--- config.mk ---
export PLATFORM = sky130hd
export DESIGN_NAME = score_display_sequencer
export DESIGN_NICKNAME = d
export VERILOG_FILES = /design/src/rtl/snake_pkg.sv /design/src/rtl/score_display_sequencer_bin2bcd7.sv /design/src/rtl/score_display_sequencer.sv
export SDC_FILE = /design/constraint.sdc
export NUM_CORES = 1
export LEC_CHECK = 0
export CAP_MARGIN = 30
export CELL_PAD_IN_SITES_DETAIL_PLACEMENT = 1
export CELL_PAD_IN_SITES_GLOBAL_PLACEMENT = 1
export CORE_AREA = 10 10 107 109
export CTS_BUF_LIST = sky130_fd_sc_hd__clkbuf_4 sky130_fd_sc_hd__clkbuf_8
export CTS_CLUSTER_DIAMETER = 100
export DETAILED_ROUTE_END_ITERATION = 12
export DIE_AREA = 0 0 117 119
export GPL_ROUTABILITY_DRIVEN = 0
export PLACE_DENSITY_LB_ADDON = 0.1
export SLEW_MARGIN = 40
export SYNTH_ARGS = -nofsm -noshare
export SYNTH_HDL_FRONTEND = slang
export SYNTH_HIERARCHICAL = 1
export SYNTH_SLANG_ARGS = --single-unit
--- constraint.sdc ---
create_clock -name clk -period 7.3 [get_ports clk]
set_input_delay 1.095 -clock clk [delete_from_list [all_inputs] [get_ports clk]]
set_output_delay 1.095 -clock clk [all_outputs]
set_load 0.005 [all_outputs]
--- src/rtl/snake_pkg.sv ---
// Shared types and constants for the snake game controllers.
package snake_pkg;

    typedef enum logic [1:0] {
        IDLE = 2'd0,
        PLAY = 2'd1,
        HOLD = 2'd2,
        HIGH = 2'd3
    } game_state_t;

    localparam int SCORE_W           = 7;
    localparam int BCD_W             = 4;
    localparam int MAX_SCORE_DEFAULT = 50;

endpackage

--- src/rtl/score_display_sequencer_bin2bcd7.sv ---
// 7-bit binary to two BCD digits; anything above 99 saturates to 9,9.
module bin2bcd7
    import snake_pkg::*;
(
    input  logic [SCORE_W-1:0] value,
    output logic [BCD_W-1:0]   tens,
    output logic [BCD_W-1:0]   ones
);

    int quot;

    always_comb begin
        quot = 0;
        tens = BCD_W'(9);
        ones = BCD_W'(9);
        if (int'(value) <= 99) begin
            quot = int'(value) / 10;
            tens = BCD_W'(quot);
            ones = BCD_W'(int'(value) - quot * 10);
        end
    end

endmodule

--- src/rtl/score_display_sequencer.sv ---
// Game-level sequencer: IDLE/PLAY/HOLD/HIGH, final-score latch and BCD display.
// Optional blinking of the final score during HOLD is enabled with SCORE_FLASH_EN.
module score_display_sequencer
    import snake_pkg::*;
#(
    parameter int TICK_DIV    = 1000000,
    parameter int HOLD_TICKS  = 30,
    parameter int BLINK_TICKS = 5,
    parameter int MAX_SCORE   = MAX_SCORE_DEFAULT
)
(
    input  logic                clk,
    input  logic                nRst,
    input  logic                startBtn,
    input  logic                badColl,
    input  logic                goodColl,
    input  logic [SCORE_W-1:0]  currScore,
    input  logic [SCORE_W-1:0]  highScore,
    output logic                runEn,
    output logic [1:0]          gameState,
    output logic                blank,
    output logic [BCD_W-1:0]    tens,
    output logic [BCD_W-1:0]    ones
);

    localparam logic [1:0] ST_IDLE = IDLE;
    localparam logic [1:0] ST_PLAY = PLAY;
    localparam logic [1:0] ST_HOLD = HOLD;
    localparam logic [1:0] ST_HIGH = HIGH;

    localparam int PRE_W  = (TICK_DIV > 1) ? $clog2(TICK_DIV) : 1;
    localparam int HOLD_W = $clog2(HOLD_TICKS + 1);

    logic [1:0]         state;
    logic [1:0]         next_state;
    logic [SCORE_W-1:0] final_score;
    logic [SCORE_W-1:0] disp_src;
    logic [PRE_W-1:0]   presc;
    logic [HOLD_W-1:0]  hold_cnt;
    logic               tick;
    logic               hold_done;
    logic               game_end;
    logic [BCD_W-1:0]   tens_c;
    logic [BCD_W-1:0]   ones_c;

    // A food pickup in the same cycle as a crash changes nothing: the crash wins.
    logic unused_good;
    assign unused_good = goodColl;

    assign gameState = state;

    always_comb begin
        tick       = (state == ST_HOLD) && (presc == PRE_W'(TICK_DIV - 1));
        hold_done  = tick && (hold_cnt == HOLD_W'(HOLD_TICKS - 1));
        game_end   = badColl || (int'(currScore) >= MAX_SCORE);
        next_state = state;
        case (state)
            ST_IDLE: if (startBtn)  next_state = ST_PLAY;
            ST_PLAY: if (game_end)  next_state = ST_HOLD;
            ST_HOLD: if (hold_done) next_state = ST_HIGH;
            default: if (startBtn)  next_state = ST_PLAY;
        endcase
    end

    // Source follows the next state so the digits change together with gameState;
    // on the PLAY->HOLD edge the latch is not yet loaded, so take currScore directly.
    always_comb begin
        case (next_state)
            ST_PLAY: disp_src = currScore;
            ST_HOLD: disp_src = (state == ST_PLAY) ? currScore : final_score;
            default: disp_src = highScore;
        endcase
    end

    bin2bcd7 u_bcd (
        .value (disp_src),
        .tens  (tens_c),
        .ones  (ones_c)
    );

    always_ff @(posedge clk or negedge nRst) begin
        if (!nRst) begin
            state       <= ST_IDLE;
            final_score <= '0;
            presc       <= '0;
            hold_cnt    <= '0;
            runEn       <= 1'b0;
            tens        <= '0;
            ones        <= '0;
        end else begin
            state <= next_state;
            runEn <= (next_state == ST_PLAY);
            tens  <= tens_c;
            ones  <= ones_c;
            if (state == ST_PLAY && next_state == ST_HOLD)
                final_score <= currScore;
            // Counters idle at zero outside HOLD, so every entry starts a fresh hold.
            if (state != ST_HOLD) begin
                presc    <= '0;
                hold_cnt <= '0;
            end else if (tick) begin
                presc    <= '0;
                hold_cnt <= hold_cnt + HOLD_W'(1);
            end else begin
                presc    <= presc + PRE_W'(1);
            end
        end
    end

`ifdef SCORE_FLASH_EN
    localparam int BLINK_W = $clog2(BLINK_TICKS + 1);

    logic [BLINK_W-1:0] blink_cnt;

    always_ff @(posedge clk or negedge nRst) begin
        if (!nRst) begin
            blink_cnt <= '0;
            blank     <= 1'b0;
        end else if (state != ST_HOLD || next_state != ST_HOLD) begin
            blink_cnt <= '0;
            blank     <= 1'b0;
        end else if (tick) begin
            if (blink_cnt == BLINK_W'(BLINK_TICKS - 1)) begin
                blink_cnt <= '0;
                blank     <= ~blank;
            end else begin
                blink_cnt <= blink_cnt + BLINK_W'(1);
            end
        end
    end
`else
    logic unused_blink_cfg;
    assign unused_blink_cfg = (BLINK_TICKS > 0);
    assign blank = 1'b0;
`endif

endmodule

==> impl_metrics.toml <==
[power]
pwr-share-seq = 0.585
power_density_nw_per_um2 = 128
p_sw_frac = 0.233
p_comb_frac = 0.040
p_int_mw = 0.312
power_switching_mw = 0.0948
leakage_nw = 1.34
peakVddDrop_uv = 64.2
clkPwrFrac = 0.375

[status]
status = "finished, final reports clean"

[sta]
tns_ps = 0
timing.final.ws_setup_ps = 554
rsz0062_at_grt = "false"
period_needed_ps = 6750
finalSetupViolations = 0
max-slew-margin-rel = 0.452
max_clock_freq_mhz = 148
max_slew.worst_pin.slew_ps = 809
maxSlewViolCount = 0
finalCritPeriodShare = 0.924
clock_skew_ps = 9.14
hold_viol = 0

[cells_and_area]
nNetsFinal = 356
num_antenna_cells = 0
fin_util = 0.337
synthToLayoutAreaGrowth_pct = 17.4
drive_gt1_frac = 0.104
layout_commonest_cell = "dfrtp_1"
final_cell_mix = "43 x dfrtp_1, 27 x clkdlybuf4s50_1, 25 x nor2_1"
fillCellCount = 1121

[drt]
drtIter0Drc = 115
dr.max_layer_used = "met4"
wl_met1_mm = 3.66
drc_errors = 0
first_pass_iters = 4
dr_wl_met2_mm = 2.92
vias_per_cell = 5.11
wl_per_cell_um = 15.6
final_antenna_net_count = 0
wl_met3_um = 269
wl_mm = 6.89
vias = 2248

[setup_path]
cp_top_family = "compound AO/OA/AOI/OAI gates"
crit_path_start_kind = "primary input"
required_ps = 7520
max_stage_delay_ps = 670
crit_buf_inv = 3
critPathArrivalTime_ps = 6970
r2r_slack_ps = 1070
crit_path_end_kind = "register"
crit_fanout = 6
crit_type = "in -> reg"
cp_common_cell = "ha_1"
crit_slowest_cell = "o311ai_0"

[floorplan]
ioPinCount = 31
die_w_um = 117
die-area_um2 = 13900
num_rows = 36
die_h_um = 119
coreArea_um2 = 9460
start_util = 0.287

[yosys]
postSynthCellCount = 295
async_flop_share = 1.00
ys_ff_latch = 43
ys_seq_area_frac = 0.396
syn_avg_cell_area_um2 = 9.20
ys_warn_count = 6
ys_types = 60
syn-cell-area_um2 = 2720
synth_edf_count = 0
synthFlopType = "dfrtp_1"
syn_nets = 325

[clock_tree]
htree_num_levels = 2
cts_setup_buffers = 0
ctsResizeCount = 0
clock_latency_ps = 300
numCtsBuffers = 5
cts.sinks = 43
path_clk_slew_ps = 90
clockBufferDepth = 2
cts-root-buf = "clkbuf_8"
cts_tree = "yes"
cts_hold_buf = 0

[global_routing]
overflow = 0
grt_pass1_wl_mm = 11.7
grt_max_degree = 44
grt.total_usage = 0.103
antenna_found_initial = 0
grt_pass1_vias = 2285

[placed_design]
port_buffers = 28
pre_cts_ws_ps = 260
hpwl_mm = 5.09

[job]
max_cap_violations = 0

[min_path]
hold_path_class = "reg -> reg"
[synth_stat cells (2+ instances only)]
cell type / instances / area share
and4b_1: 2 / 0.0074
nor4_1: 3 / 0.0069
mux2_2: 7 / 0.029
dfrtp_1: 43 / 0.40
nor3_1: 6 / 0.011
o311ai_0: 2 / 0.0065
o22ai_1: 2 / 0.0046
nand4_1: 4 / 0.0092
a211oi_1: 2 / 0.0055
a311o_1: 2 / 0.0074
o21ai_2: 2 / 0.0065
a21oi_1: 17 / 0.031
nand3_1: 10 / 0.018
nand2b_1: 6 / 0.014
o21ai_0: 24 / 0.044
ha_1: 10 / 0.046
o31ai_1: 5 / 0.014
and2_1: 3 / 0.0069
xnor2_1: 10 / 0.032
nor2b_1: 5 / 0.012
a22oi_1: 7 / 0.019
buf_4: 2 / 0.0055
and3b_2: 2 / 0.0074
nand4b_1: 2 / 0.0065
inv_1: 17 / 0.024
nor2_1: 25 / 0.035
nand2_1: 21 / 0.029
or3_1: 6 / 0.014
or4_1: 7 / 0.019
buf_6: 7 / 0.029
and3_1: 2 / 0.0046
o211a_1: 2 / 0.0074
clkbuf_1: 3 / 0.0041
[power by group through the flow]
| stage | Sequential (mW) | Combinational, mW | Clock (mW) |
|---|---|---|---|
| after floorplan | 0.243 | 0.00109 | 0 |
| after global placement | 0.243 | 0.0166 | 0 |
| after detailed placement | 0.243 | 0.0168 | 0 |
| after CTS | 0.238 | 0.0168 | 0.163 |
| after global routing | 0.238 | 0.0181 | 0.173 |
| final | 0.238 | 0.0161 | 0.152 |
[layer usage]
metal | global-route usage | vias to the layer above
li1 | - | 1125
met1 | 0.154 | 1082
met2 | 0.146 | 37
met3 | 0.0256 | 4
met4 | 0.0162 | 0
met5 | 0 | -
[logic make-up after synthesis]
family / count (synthesis) / synth area share
and+or+nand+nor: 115 / 0.236
AOI/OAI and AO/OA: 75 / 0.179
DFF: 43 / 0.396
buffers and inverters: 31 / 0.0654
adders and majority gates: 12 / 0.0571
xor gates and xnor gates: 11 / 0.0355
muxes: 7 / 0.0290
other: 1 / 0.00138
[sequential cells by signal (all words and copies together), names as in the netlist]
| name | flops |
|---|---|
| gameState | 2 |
| presc | 20 |
| hold_cnt | 5 |
| final_score | 7 |
| runEn | 1 |
| tens | 4 |
| ones | 4 |
[final timing paths]
path	start	to	cells after the start
max reg2reg	presc[0]	ones[3]	25
min reg2reg	presc[0]	presc[0]	1
max	currScore[1]	ones[3]	25
max in group asynchronous	nRst	tens[3]	1
min in group asynchronous	nRst	presc[9]	1
min	presc[0]	presc[0]	1
[stage by stage]
stage / instance area, um2 / instances / total power [mW] / hold WS, ps
after detailed placement: 3100 / 433 / 0.259 / 491
after global routing: 3190 / 440 / 0.430 / 516
after global placement: 3090 / 433 / 0.259 / 485
after CTS: 3190 / 440 / 0.418 / 503
after floorplan: 2720 / 295 / 0.244 / 452
final: 3190 / 440 / 0.407 / 497
[area by class of cell]
class / instances / area (um2) / share of cell area
clock buffer: 5 / 68.8 / 0.0216
clock inverter: 2 / 13.8 / 0.00432
multi-input combinational: 221 / 1470 / 0.461
inverter: 17 / 63.8 / 0.0200
timing repair buffer: 38 / 353 / 0.111
sequential: 43 / 1080 / 0.338
tap: 114 / 143 / 0.0448
Power figures use the tool's default switching activity.
